## config.mk

```make
export PLATFORM = sky130hd
export DESIGN_NAME = uart_tx_arbiter
export DESIGN_NICKNAME = d
export VERILOG_FILES = /design/src/rtl/uart_tx_arbiter.sv
export SDC_FILE = /design/constraint.sdc
export NUM_CORES = 1
export LEC_CHECK = 0
export BUFFER_PORTS_ARGS = -buffer_cell sky130_fd_sc_hd__buf_2
export CAP_MARGIN = 20
export CORE_MARGIN = 2
export CORE_UTILIZATION = 45
export DETAILED_ROUTE_END_ITERATION = 7
export PLACE_DENSITY = 0.8
export SYNTH_ARGS = -nofsm -noshare
export SYNTH_HDL_FRONTEND = slang
export SYNTH_SLANG_ARGS = --single-unit
```

## constraint.sdc

```tcl
create_clock -name Clk -period 6.1 [get_ports Clk]
set_input_delay 0.305 -clock Clk [delete_from_list [all_inputs] [get_ports Clk]]
set_output_delay 0.305 -clock Clk [all_outputs]
set_load 0.005 [all_outputs]
```

## src/rtl/uart_tx_arbiter.sv

```systemverilog
// Purpose : round-robin, message-granular arbiter sharing one buffered UART transmitter
//           between N_REQ byte-stream requesters, with credit tracking of the transmitter FIFO.
// Latency : grant one edge after a request is seen in IDLE; a byte accepted at edge k
//           appears on Send_data/Data_TX for the cycle after edge k.
// Backpressure: Req_ready drops while no FIFO credits remain; each Tx_busy rise returns one credit.
//
// Ports:
//   Clk, Rst_n            clock, asynchronous active-low reset
//   Req_valid/Req_data/   per-requester byte stream (byte i in Req_data[8i+7:8i]),
//   Req_last/Req_ready    Req_last marks the final byte of a message
//   Grant                 one-hot owner of the transmitter, zero when idle
//   Tx_busy               transmitter busy flag; a rising edge means one FIFO entry was popped
//   Send_data/Data_TX     one-cycle push strobe and byte into the transmitter FIFO
//   Credits               free transmitter FIFO entries
//   Credit_err            sticky flag: a credit return arrived while already at full credit
module uart_tx_arbiter #(
   parameter int N_REQ   = 4,
   parameter int CREDITS = 15
) (
   input  logic               Clk,
   input  logic               Rst_n,
   input  logic [N_REQ-1:0]   Req_valid,
   input  logic [8*N_REQ-1:0] Req_data,
   input  logic [N_REQ-1:0]   Req_last,
   output logic [N_REQ-1:0]   Req_ready,
   output logic [N_REQ-1:0]   Grant,
   input  logic               Tx_busy,
   output logic               Send_data,
   output logic [7:0]         Data_TX,
   output logic [3:0]         Credits,
   output logic               Credit_err
);

   localparam int         IDX_W    = (N_REQ > 1) ? $clog2(N_REQ) : 1;
   localparam logic [3:0] CRED_MAX = 4'(CREDITS);

   typedef enum logic {
      IDLE   = 1'b0,
      STREAM = 1'b1
   } state_t;

   // ---------------------------------------------------------------
   // State
   // ---------------------------------------------------------------
   state_t           state, state_nxt;
   logic [IDX_W-1:0] gnt_idx, gnt_idx_nxt;   // current owner while in STREAM
   logic [IDX_W-1:0] rr_ptr, rr_ptr_nxt;     // last requester that finished a message
   logic             send_q, send_nxt;
   logic [7:0]       data_q, data_nxt;
   logic [3:0]       cred_q, cred_nxt;
   logic             cred_err_q, cred_err_nxt;
   logic             busy_d;

   // ---------------------------------------------------------------
   // Combinational helpers
   // ---------------------------------------------------------------
   logic             pick_vld;
   logic [IDX_W-1:0] pick_idx;
   logic [IDX_W-1:0] cand_idx;
   logic [7:0]       sel_byte;
   logic             sel_vld;
   logic             sel_last;
   logic             have_cred;
   logic             hs;
   logic             ret;

   // Round-robin search: first valid requester starting just after rr_ptr,
   // wrapping modulo N_REQ. rr_ptr itself is examined last.
   always_comb begin
      pick_vld = 1'b0;
      pick_idx = '0;
      cand_idx = '0;
      for (int k = 1; k <= N_REQ; k++) begin
         cand_idx = IDX_W'((int'(rr_ptr) + k) % N_REQ);
         if (!pick_vld && Req_valid[cand_idx]) begin
            pick_vld = 1'b1;
            pick_idx = cand_idx;
         end
      end
   end

   // Select the owner's byte, valid and last flag.
   always_comb begin
      sel_byte = '0;
      sel_vld  = 1'b0;
      sel_last = 1'b0;
      for (int i = 0; i < N_REQ; i++) begin
         if (IDX_W'(i) == gnt_idx) begin
            sel_byte = Req_data[8*i +: 8];
            sel_vld  = Req_valid[i];
            sel_last = Req_last[i];
         end
      end
   end

   // Grant is decoded from registered state only, so it drops to zero
   // the moment reset is asserted.
   always_comb begin
      Grant = '0;
      if (state == STREAM) begin
         Grant[gnt_idx] = 1'b1;
      end
   end

   // Ready depends only on registered state and credits: no path from Req_valid.
   assign have_cred = (cred_q != 4'd0);
   assign Req_ready = Grant & {N_REQ{have_cred}};

   assign hs  = (state == STREAM) && sel_vld && have_cred;
   // A busy rise means the transmitter pulled one byte out of its FIFO.
   assign ret = Tx_busy & ~busy_d;

   // ---------------------------------------------------------------
   // FSM next-state and push register inputs
   // ---------------------------------------------------------------
   always_comb begin
      state_nxt   = state;
      gnt_idx_nxt = gnt_idx;
      rr_ptr_nxt  = rr_ptr;
      send_nxt    = 1'b0;
      data_nxt    = data_q;
      case (state)
         IDLE: begin
            if (pick_vld) begin
               gnt_idx_nxt = pick_idx;
               state_nxt   = STREAM;
            end
         end
         STREAM: begin
            // Grant is held through valid gaps until the last byte is accepted,
            // so bytes of different messages never interleave.
            if (hs) begin
               send_nxt = 1'b1;
               data_nxt = sel_byte;
               if (sel_last) begin
                  rr_ptr_nxt = gnt_idx;
                  state_nxt  = IDLE;
               end
            end
         end
         default: begin
            state_nxt = IDLE;
         end
      endcase
   end

   // ---------------------------------------------------------------
   // Credit counter: single update per cycle combining push and return
   // ---------------------------------------------------------------
   always_comb begin
      cred_nxt     = cred_q;
      cred_err_nxt = cred_err_q;
      case ({hs, ret})
         2'b10: cred_nxt = cred_q - 4'd1;
         2'b01: begin
            // A return at full credit means the transmitter popped more than
            // we pushed; hold the count and flag it until reset.
            if (cred_q == CRED_MAX) begin
               cred_err_nxt = 1'b1;
            end else begin
               cred_nxt = cred_q + 4'd1;
            end
         end
         default: cred_nxt = cred_q;
      endcase
   end

   // ---------------------------------------------------------------
   // Registers
   // ---------------------------------------------------------------
   always_ff @(posedge Clk or negedge Rst_n) begin
      if (!Rst_n) begin
         state      <= IDLE;
         gnt_idx    <= '0;
         rr_ptr     <= IDX_W'(N_REQ - 1);  // first grant goes to index 0
         send_q     <= 1'b0;
         data_q     <= 8'h00;
         cred_q     <= CRED_MAX;
         cred_err_q <= 1'b0;
         busy_d     <= 1'b1;               // no spurious return on reset release
      end else begin
         state      <= state_nxt;
         gnt_idx    <= gnt_idx_nxt;
         rr_ptr     <= rr_ptr_nxt;
         send_q     <= send_nxt;
         data_q     <= data_nxt;
         cred_q     <= cred_nxt;
         cred_err_q <= cred_err_nxt;
         busy_d     <= Tx_busy;
      end
   end

   assign Send_data  = send_q;
   assign Data_TX    = data_q;
   assign Credits    = cred_q;
   assign Credit_err = cred_err_q;

endmodule
```

## Word-level counts from Yosys, hierarchy flattened

Index checks and enable logic that the tools add are counted.

| operators by class | value |
|---|---|
| add/subtract/negate cells | 6 |
| $mul | 0 |
| divide/modulo/power cells | 0 |
| magnitude comparators | 6 |
| equality and inequality tests | 7 |
| shift operators | 0 |
| multiplexer cells | 39 |
| bitwise logic cells | 4 |
| reduce and logical (&&, ||, !) cells | 17 |

Operator list:

| operator | number |
|---|---|
| $mux W8 | 4 |
| $mux W1 | 22 |
| $lt A2 B3 Y1 const B | 5 |
| $bmux W1 S2 | 4 |
| $mux W2 | 4 |
| $mux W4 | 2 |
| $pmux W4 S2 | 1 |
| $reduce_and A2 Y1 | 4 |
| $logic_and A1 B1 Y1 | 6 |
| $add A2 B1 Y2 const B | 2 |
| $add A2 B2 Y2 const B | 2 |
| $add A4 B1 Y4 const B | 1 |
| $and A4 B4 Y4 | 1 |
| $eq A2 B2 Y1 const A | 2 |
| $eq A4 B4 Y1 const B | 1 |
| $reduce_bool A4 Y1 | 1 |
| $sub A4 B1 Y4 const B | 1 |
| $logic_not A1 Y1 | 3 |
| $reduce_and A3 Y1 | 1 |
| $demux W1 S2 | 1 |
| $eq A1 B2 Y1 const A | 1 |
| $eq A2 B1 Y1 const B | 1 |
| $eq A2 B2 Y1 const B | 1 |
| $ge A2 B1 Y1 const B | 1 |
| other kinds (6) | 7 |

| storage, ports and cells | value |
|---|---|
| flip-flop bits (word level) | 20 |
| bits in latches | 0 |
| RAM bits | 0 |
| bits in read-only memories | 0 |
| input bits | 43 |
| memories kept | 0 |

## Logic depth before layout (Yosys ltp)

Gate-level depths: netlist (run 1).

| logic depth | value |
|---|---|
| depth in word-level cells | 15 |
| gate-level depth with buffers | 8 |
| gate-level depth less buffers | 8 |

## Worst setup path after synthesis (run 1)

Ideal clock, no wire load.

| timing path | value |
|---|---|
| path type | reg-to-reg |
| start | register cred_q[0], in the netlist Credits[0] |
| end | register cred_q[3], in the netlist Credits[3] |
| setup time | 0.075 ns |
| arrival time | 2.098 ns |
| data required time | 6.025 ns |
| setup slack | 3.926 ns |
| stages on the path, launching flop included | 9 |
| clock period less this slack | 2.174 ns |
| cells stage by stage | dfstp_2 > o41a_1 > nand2_1 > nand2_1 > ha_1 > a21o_1 > a21oi_1 > mux2i_1 > xnor2_1 |

| between the ends | value |
|---|---|
| longest elaborated chain between the ends | 5 |
| elaborated cells on any way between the ends | 12 |
| classes of those cells | add/sub: 2; eq/ne: 4; mux: 2; reduce/logical: 4 |

RTL lines:

| element | line | text |
|---|---|---|
| start: declaration | 50 | `logic [3:0] cred_q, cred_nxt;` |
| start signal: assignment | 187 | `cred_q <= cred_nxt;` |
| parallel branches: the longest is 5 deep, another holds $add A4 B1 Y4 | -- |  |

Parallel ways; which one is timed is not known. The select of a mux whose other input is x is not followed.
A chain may end at the register's enable or synchronous reset.

## Worst setup path in the final report (run 1)

| timing path | value |
|---|---|
| start | register gnt_idx[0] |
| end | register cred_q[3], in the netlist Credits[3] |

| between the ends | value |
|---|---|
| longest elaborated chain between the ends | 10 |
| elaborated cells on any way between the ends | 16 |
| classes of those cells | eq/ne: 6; mux: 5; reduce/logical: 5 |

RTL lines:

| element | line | text |
|---|---|---|
| start: declaration | 46 | `logic [IDX_W-1:0] gnt_idx, gnt_idx_nxt;` |
| start signal: assignment | 183 | `gnt_idx <= gnt_idx_nxt;` |
| $logic_not A2 Y1 | 88 | `if (IDX_W'(i) == gnt_idx) begin` |
| $mux W1 (3 in series) | 88 |  |
| $mux W1 * | 88 |  |
| $logic_and A1 B1 Y1 * (2 in series) | 109 | `assign hs = (state == STREAM) && sel_vld && have_cred;` |
| $eq A2 B1 Y1 or $eq A2 B2 Y1 (tied branches) | 153 | `case ({hs, ret})` |
| $ne A2 B2 Y1 (no line) or $reduce_bool A2 Y1 (tied branches) | -- |  |
| $reduce_and A2 Y1 (no line) | -- |  |

Every way passes the cells marked *; elsewhere a longest branch is shown, timed or not.

==> results.txt, run 1 <==
----------------------------------------------------
[Synth]
  Multiplexer fraction of the synthesized cell area ... 32.43%
  Yosys top cell by area ... sky130_fd_sc_hd__dfrtp_1
  Synth Area in Simple Gates ... 11.71%
  Adder-cell area share of the yosys netlist ... 3.604%
  Synth top area cells ... sky130_fd_sc_hd__dfrtp_1, sky130_fd_sc_hd__mux4_2, sky130_fd_sc_hd__dfstp_2
  Total of flip-flops plus latches after synthesis ... 20
  Compound-cell area share of the yosys netlist ... 7.808%
  Synthesized instance count ... 96
  Post-Synthesis Cell Area ... 1250 um^2
  Share of the synthesized area in the top cell type ... 26.03%
  Sequential element share of the synthesized area ... roughly 41%
  Distinct cell type count of the synthesized netlist ... 32
  Main combinational cell family by area after synthesis ... multiplexers
  Average cell area after synthesis ... between 10 and 15 um^2
  Syn nets ... 142
  Post-synthesis xor/xnor area fraction ... 2.102%
  Warnings from Yosys ... 0

[CTS]
  H-tree levels ... 1
  Post_cts resized ... 0
  CTS Buffer Depth ... 2
  CTS clock-pin slew for the worst setup and hold paths ... 0.11 ns
  TritonCTS clock tree ... yes
  Post-CTS setup buffer count ... 0
  Clock buffer count from CTS ... 3
  Clock Tree Root ... sky130_fd_sc_hd__clkbuf_4
  Latest clock arrival within the worst-skew pair ... 0.29 ns
  Number of sinks handled by clock tree synthesis ... 20

[Timing]
  Final-report setup violation count ... 0
  Max frequency ... 336.1 MHz
  RSZ-0062 raised after global routing ... false
  Hold Slack ... between 0.1 and 0.15 ns
  Setup Skew ... 0.002400 ns
  Worst-margin pin slew ... ~0.85 ns
  Final hold viol count ... 0
  Final WS setup ... 3.124 ns
  Max-slew violation count ... 0
  Share of the clock period used by the worst path ... 48.78%
  Final worst path period need ... approximately 3.0 ns
  Aggregate negative setup slack ... 0 ns
  Worst-case headroom to the max-slew limit ... a little over two fifths

[Routing]
  Post-route ant nets ... 0
  Residual DRC ... 0
  WL per Instance ... 14.45 um
  Starting DRC count in detailed routing ... 34
  Per-cell via count in the routed design ... ~5.5
  Routed via count ... 1,048
  Number of detailed-route iterations in the first pass ... 3
  Routed wire length ... 2774 um

[Power]
  Power per unit of standard cell area ... 488.6 nW/um^2
  Worst ir drop on vdd ... 0.2890 mV
  Static leakage ... between 0.7 and 0.8 nW
  Post-layout power ... 0.7959 mW

[Die]
  Die area ... 3215 um^2
  Chip Height ... 56.71 um
  Die extent in x ... 56.71 um
  Std cell rows ... 19
  Count of boundary I/O pins ... 65
  Initial Utilization ... 46.53%
  Total core area ... 2686 um^2

[Critical path]
  CP Data Arrival Time ... 3.20 ns
  Req. time, crit path ... 6.33 ns
  Highest fanout seen on the critical path ... 20
  Nature of the critical path startpoint ... flip-flop
  Path type of the worst setup path ... reg2reg
  Kind of end point of the critical path ... flip-flop

[GRT]
  First-pass GRT wire length ... between 4000 and 5000 um
  Antenna violations before repair ... 0
  Number of global-route vias before repair ... 1,052
  Total congestion overflow ... 0
  GR Util All Layers ... 18.71%
  Largest net degree at the start of global routing ... 21

[Layout]
  Layout area overhead ... 30.33%
  Finished Cell Area ... 1629 um^2
  Filler-free cell count of the finished design ... around 190
  Antenna diode instance count ... 0
  Layout Utilization ... 60.64%
  Nets@finish ... 208
  Layout filler cell count ... approximately 230
  Fraction of layout instances using a drive strength above 1 ... between 60% and 70%

[Place]
  Worst Setup Slack post-DPL ... 3.105 ns
  Cell count after placement ... 187
  Post-placement cell area ... 1593 um^2
  Port bufs ... 64
  Placed wire-length estimate ... 2246 um
  Global placement routability congestion ... 0.7526

[Min path]
  Worst min-delay path category ... in2reg

[Flow run]
  Count of maximum capacitance violations ... 0

[Run status]
  Status ... completed

----------------------------------------------------
cell type report:
| type | count | area [um^2] | area share [%] |
|---|---|---|---|
| multi-input combinational | 71 | 720.7 | 44.24 |
| tap | 31 | 38.79 | 2.381 |
| inverter | 1 | 3.754 | 0.2304 |
| sequential | 20 | 509.2 | 31.26 |
| timing repair buffer | 65 | 330.3 | 20.28 |
| clock buffer | 4 | 26.28 | 1.613 |
kinds of logic after synthesis:
family	Yosys count
AO/OA/AOI/OAI	12
multiplexers	26
flip-flops	20
adder cells (fa/ha/maj)	3
AND/OR/NAND/NOR	27
XOR/XNOR	3
buffers and inverters	5
synth_stat cells:
library cell and instances:
sky130_fd_sc_hd__a31o_2 1, sky130_fd_sc_hd__nand2_2 1, sky130_fd_sc_hd__buf_2 1, sky130_fd_sc_hd__mux2i_1 3
sky130_fd_sc_hd__nand2b_1 3, sky130_fd_sc_hd__fa_1 1, sky130_fd_sc_hd__a22o_1 1, sky130_fd_sc_hd__xor2_1 1
sky130_fd_sc_hd__nor3b_1 3, sky130_fd_sc_hd__o41a_1 1, sky130_fd_sc_hd__mux4_2 10, sky130_fd_sc_hd__xnor2_1 2
sky130_fd_sc_hd__a21oi_1 3, sky130_fd_sc_hd__and4_1 1, sky130_fd_sc_hd__a221oi_1 2, sky130_fd_sc_hd__clkbuf_1 3
sky130_fd_sc_hd__a211oi_2 1, sky130_fd_sc_hd__inv_2 1, sky130_fd_sc_hd__nor2_2 1, sky130_fd_sc_hd__nor2_1 6
sky130_fd_sc_hd__or4_1 1, sky130_fd_sc_hd__and3_1 3, sky130_fd_sc_hd__a21o_1 1, sky130_fd_sc_hd__mux2_4 1
sky130_fd_sc_hd__nand2_1 6, sky130_fd_sc_hd__ha_1 2, sky130_fd_sc_hd__o21a_1 1, sky130_fd_sc_hd__dfrtp_1 13
sky130_fd_sc_hd__dfstp_2 7, sky130_fd_sc_hd__nor2b_1 2, sky130_fd_sc_hd__o22a_1 1, sky130_fd_sc_hd__mux2_2 12
sequential cells by signal, indices dropped and copies added, names as in the netlist:
signal / count
state: 1
gnt_idx: 2
busy_d: 1
rr_ptr: 2
Credits: 4
Credit_err: 1
Send_data: 1
Data_TX: 8
power by group:
part	internal (mW)	total, mW	leakage [nW]	switching (mW)
clock	0.0254	0.0649	0.0150	0.0395
combinational	0.262	0.419	0.532	0.157
sequential	0.215	0.312	0.224	0.0974
total	0.502	0.796	0.771	0.294
routing by layer:
metal | wire [um] | share of wire (%) | GRT usage (%)
met5 | 0 | 0 | 0
met2 | 1371 | 49 | 30.40
met3 | 236 | 8.5 | 5.300
met1 | 1137 | 41 | 23.30
met4 | 29 | 1.0 | 7.823
final timing paths:
| path | endpoint | slack [ns] | from | cells after the start |
|---|---|---|---|---|
| max reg2reg | Credits[3] | 3.12 | gnt_idx[0] | 8 |
| min reg2reg | Credit_err | 0.51 | Credit_err | 1 |
| min in group asynchronous | Send_data | 0.47 | Rst_n | 2 |
| max | Credits[3] | 3.12 | gnt_idx[0] | 8 |
| max in group asynchronous | rr_ptr[1] | 5.30 | Rst_n | 2 |
| min | busy_d | 0.12 | Tx_busy | 1 |
cell usage in the layout, fill, tap and decap left out, types with 3 or more instances in the layout:
master and n:
sky130_fd_sc_hd__mux2_2 12, sky130_fd_sc_hd__clkbuf_4 3, sky130_fd_sc_hd__dfstp_2 7, sky130_fd_sc_hd__mux2i_1 3, sky130_fd_sc_hd__nand2_1 6, sky130_fd_sc_hd__nor2_1 6
sky130_fd_sc_hd__nor3b_1 3, sky130_fd_sc_hd__buf_2 64, sky130_fd_sc_hd__mux4_2 10, sky130_fd_sc_hd__and3_1 3, sky130_fd_sc_hd__dfrtp_1 13, sky130_fd_sc_hd__a21oi_1 3
sky130_fd_sc_hd__nand2b_1 3
what timing repair did:
item | in CTS | in global routing
endpoints found under the setup margin | 0 | 0
endpoints found under the hold margin | 13 | 0
hold buffers | 1 | 0
critical path, stage by stage (launching register included):
cell,delay (ns)
sky130_fd_sc_hd__dfrtp_1,0.91
sky130_fd_sc_hd__mux4_2,0.63
sky130_fd_sc_hd__nand2_1,0.18
sky130_fd_sc_hd__nand2_1,0.13
sky130_fd_sc_hd__ha_1,0.30
sky130_fd_sc_hd__a21o_1,0.17
sky130_fd_sc_hd__a21oi_1,0.18
sky130_fd_sc_hd__mux2i_1,0.26
sky130_fd_sc_hd__xnor2_1,0.14
(Power assumes the default switching activity.)
==> run 2: changes to the inputs <==
ABC_AREA = 1   (was unset)
PLACE_DENSITY = 0.77   (was 0.8)
clock period = 3.1 ns   (was 6.1 ns; I/O delays follow)
==> run 2 against run 1 <==
Effect of this change: clock power rose to 3.4 times the previous value; first-iteration DRC count rose to 3.6 times the previous value; combinational power rose to 2.7 times the previous value; fmax rose by 16%; non-clock buffer count rose by 1; register-to-register slack got worse by 2.6 ns; synthesized area rose by 15%; wire length rose by 33%.
==> results.txt, run 2 <==
----------------------------------------------------
[GRT]
  GR Util All Layers ... 21.10% (+2.4 points)
  Number of global-route vias before repair ... 1,367 (+30%)
  First-pass GRT wire length ... 5920 um (+30%)
  Largest net degree at the start of global routing ... 21 (unchanged)
  Antenna violations before repair ... 0 (unchanged)
  Total congestion overflow ... 0 (unchanged)

[Timing]
  Max frequency ... 388.7 MHz (+16%)
  Share of the clock period used by the worst path ... 82.99% (+34 points)
  Worst-case headroom to the max-slew limit ... 57.77% (+15 points)
  Max-slew violation count ... 0 (unchanged)
  Setup Skew ... 0.007534 ns (+0.005134 ns)
  Final WS setup ... 0.5273 ns (-2.597 ns)
  Worst-margin pin slew ... 0.6335 ns (-0.2200 ns)
  Hold Slack ... 0.1427 ns (+0.02567 ns)
  Final-report setup violation count ... 0 (unchanged)
  Final worst path period need ... 2.573 ns (-0.4029 ns)
  Aggregate negative setup slack ... 0 ns (unchanged)
  Final hold viol count ... 0 (unchanged)
  RSZ-0062 raised after global routing ... false

[Synth]
  Warnings from Yosys ... 0 (unchanged)
  Number of enable-type register cells in the synthesized netlist ... 0 (unchanged)
  Yosys top cell by area ... sky130_fd_sc_hd__dfrtp_1
  Share of the synthesized area in the top cell type ... 22.59% (-3.4 points)
  Sequential element share of the synthesized area ... 35.36% (-5.4 points)
  Most common cell in the netlist ... sky130_fd_sc_hd__nand2_1
  Distinct cell type count of the synthesized netlist ... 32 (unchanged)
  Total of flip-flops plus latches after synthesis ... 20 (unchanged)
  Syn nets ... 252 (+77%)
  Average cell area after synthesis ... 6.991 um^2 (-46%)
  Synthesized instance count ... 206 (+110%)
  Primary flip-flop cell chosen by synthesis mapping ... sky130_fd_sc_hd__dfrtp_1
  Synth top area cells ... sky130_fd_sc_hd__dfrtp_1, sky130_fd_sc_hd__nand2_1, sky130_fd_sc_hd__dfstp_2
  Post-Synthesis Cell Area ... 1440 um^2 (+15%)
  Most common library cells after synthesis ... sky130_fd_sc_hd__nand2_1, sky130_fd_sc_hd__inv_1, sky130_fd_sc_hd__nand3_1
  Synth async-reset ratio ... 100.0% (unchanged)

[Die]
  Count of boundary I/O pins ... 65 (unchanged)
  Initial Utilization ... 47.17% (+0.64 points)
  Total core area ... 3053 um^2 (+14%)
  Die area ... 3669 um^2 (+14%)
  Die extent in x ... 60.57 um (+6.8%)
  Std cell rows ... 20 (+1)
  Chip Height ... 60.57 um (+6.8%)

[Routing]
  WL per Instance ... 11.72 um (-19%)
  Number of detailed-route iterations in the first pass ... 4 (+1)
  Residual DRC ... 0 (unchanged)
  Routed via count ... 1,546 (+48%)
  Post-route ant nets ... 0 (unchanged)
  Per-cell via count in the routed design ... 4.908 (-10%)
  Routed wire length ... 3691 um (+33%)
  Starting DRC count in detailed routing ... 124 (+260%)

[CTS]
  H-tree levels ... 1 (unchanged)
  Clock Tree Root ... sky130_fd_sc_hd__clkbuf_4
  CTS clock-pin slew for the worst setup and hold paths ... 0.13 ns (+0.02 ns)
  TritonCTS clock tree ... yes
  Number of sinks handled by clock tree synthesis ... 20 (unchanged)
  Latest clock arrival within the worst-skew pair ... 0.31 ns (+0.02 ns)
  CTS Buffer Depth ... 2 (unchanged)
  Clock buffer count from CTS ... 3 (unchanged)

[Min path]
  Worst min-delay path category ... in2reg

[Power]
  Worst ir drop on vdd ... 0.4423 mV (+53%)
  Power per unit of standard cell area ... 1055 nW/um^2 (+120%)
  Static leakage ... 1.023 nW (+33%)

[Layout]
  Antenna diode instance count ... 0 (unchanged)
  Flip-flop count of the largest register after layout ... 8 (unchanged)
  Nets@finish ... 318 (+53%)
  Filler-free cell count of the finished design ... 315 (+64%)
  Layout area overhead ... 28.41%
  Most common cell after layout, fill and taps aside ... sky130_fd_sc_hd__nand2_1
  Most used cells in the layout excluding fill and tap cells ... sky130_fd_sc_hd__nand2_1, sky130_fd_sc_hd__buf_2, sky130_fd_sc_hd__inv_1, sky130_fd_sc_hd__nand3_1, sky130_fd_sc_hd__nor2_1
  Fraction of layout instances using a drive strength above 1 ... 34.32% (-29 points)

[Place]
  Global placement routability congestion ... 0.8616 (+14%)
  Worst Setup Slack post-DPL ... 0.5885 ns (-2.517 ns)
  Placed wire-length estimate ... 2940 um (+31%)
  Cell count after placement ... 309 (+65%)
  Port bufs ... 64 (unchanged)

[Critical path]
  Kind of end point of the critical path ... flip-flop
  Nature of the critical path startpoint ... flip-flop
  Req. time, crit path ... 3.35 ns (-2.98 ns)
  CP Data Arrival Time ... 2.83 ns (-0.37 ns)
  Path type of the worst setup path ... reg2reg
  Highest fanout seen on the critical path ... 16 (-20%)

[Flow run]
  Count of maximum capacitance violations ... 0 (unchanged)

[Run status]
  Status ... completed

----------------------------------------------------
==> run 2: cell count changes after synthesis, moves of 4 or more <==
cell                      before  now
sky130_fd_sc_hd__inv_1         0   17
sky130_fd_sc_hd__mux2_2       12    0
sky130_fd_sc_hd__mux4_2       10    0
sky130_fd_sc_hd__nand2_1       6   74
sky130_fd_sc_hd__nand3_1       0   17
sky130_fd_sc_hd__nand4_1       0    6
sky130_fd_sc_hd__nor2_1        6   16
sky130_fd_sc_hd__o21ai_0       0   14
sky130_fd_sc_hd__o21ai_1       0    4
==> run 2: power by group <==
group	switching, mW	leakage (nW)	internal [mW]	total (mW)
clock	0.0889	0.0279	0.131	0.220
sequential	0.160	0.233	0.417	0.577
combinational	0.700	0.762	0.455	1.15
==> run 2: layout make-up <==
type | instances | area, um^2
Multi-Input combinational cell | 159 | 807.0
Clock buffer | 3 | 22.52
Timing Repair Buffer | 66 | 340.3
Inverter | 22 | 85.08
Sequential cell | 20 | 509.2
Clock inverter | 1 | 30.03
Fill cell | 277 | 1204
Tap cell | 44 | 55.05
==> run 2: through the flow <==
step | util [%] | cell area, um^2 | power (mW)
4_1_cts | 60.57 | 1849 | 1.958
6_report | 60.57 | 1849 | 1.952
5_1_grt | 60.57 | 1849 | 2.163
3_3_place_gp | 58.20 | 1777 | 1.711
3_5_place_dp | 58.20 | 1777 | 1.734
2_1_floorplan | - | 1440 | 1.427
==> run 2: worst paths after layout <==
check	cells past startpoint	from	end	slack, ns
setup reg to reg	14	gnt_idx[0]	Credits[3]	0.53
setup / recovery	14	gnt_idx[0]	Credits[3]	0.53
min in group asynchronous	2	Rst_n	Send_data	0.30
hold reg to reg	1	Credit_err	Credit_err	0.49
max in group asynchronous	2	Rst_n	rr_ptr[1]	2.45
hold / removal	3	Req_data[16]	Data_TX[0]	0.14
==> run 2: cells by family after synthesis <==
family          after synthesis  share of synthesized area (%)
compound gates               26                          10.25
xor+xnor                      4                          2.433
buf+inv                      27                          8.601
simple gates                126                          40.23
fa+ha+maj                     3                          3.127
flops                        20                          35.36
==> run 2: repair_timing <==
item / CTS / global route
gates resized for setup: 0 / 0
setup buffers: 0 / 0
hold buffers: 2 / 0
hold endpoints to repair: 14 / 0
==> run 2: layer usage <==
layer | track usage [%] | wire (um) | up-vias
li1 | - | - | 798
met5 | 0 | 0 | -
met2 | 35.79 | 1829 | 51
met1 | 28.97 | 1634 | 694
met4 | 6.211 | 18 | 0
met3 | 1.493 | 208 | 3
==> run 2: critical path, stage by stage (launching register included) <==
cell and delay, ns:
sky130_fd_sc_hd__dfrtp_1 0.77, sky130_fd_sc_hd__nand2_4 0.16, sky130_fd_sc_hd__nor2_1 0.15, sky130_fd_sc_hd__nor2_2 0.08, sky130_fd_sc_hd__nand2_4 0.17, sky130_fd_sc_hd__nand2_1 0.17
sky130_fd_sc_hd__ha_1 0.36, sky130_fd_sc_hd__nand2_1 0.08, sky130_fd_sc_hd__nand2_1 0.05, sky130_fd_sc_hd__a31oi_1 0.18, sky130_fd_sc_hd__inv_1 0.07, sky130_fd_sc_hd__nand2_1 0.09
sky130_fd_sc_hd__nand3_1 0.08, sky130_fd_sc_hd__nand2_1 0.06, sky130_fd_sc_hd__nand2_1 0.05
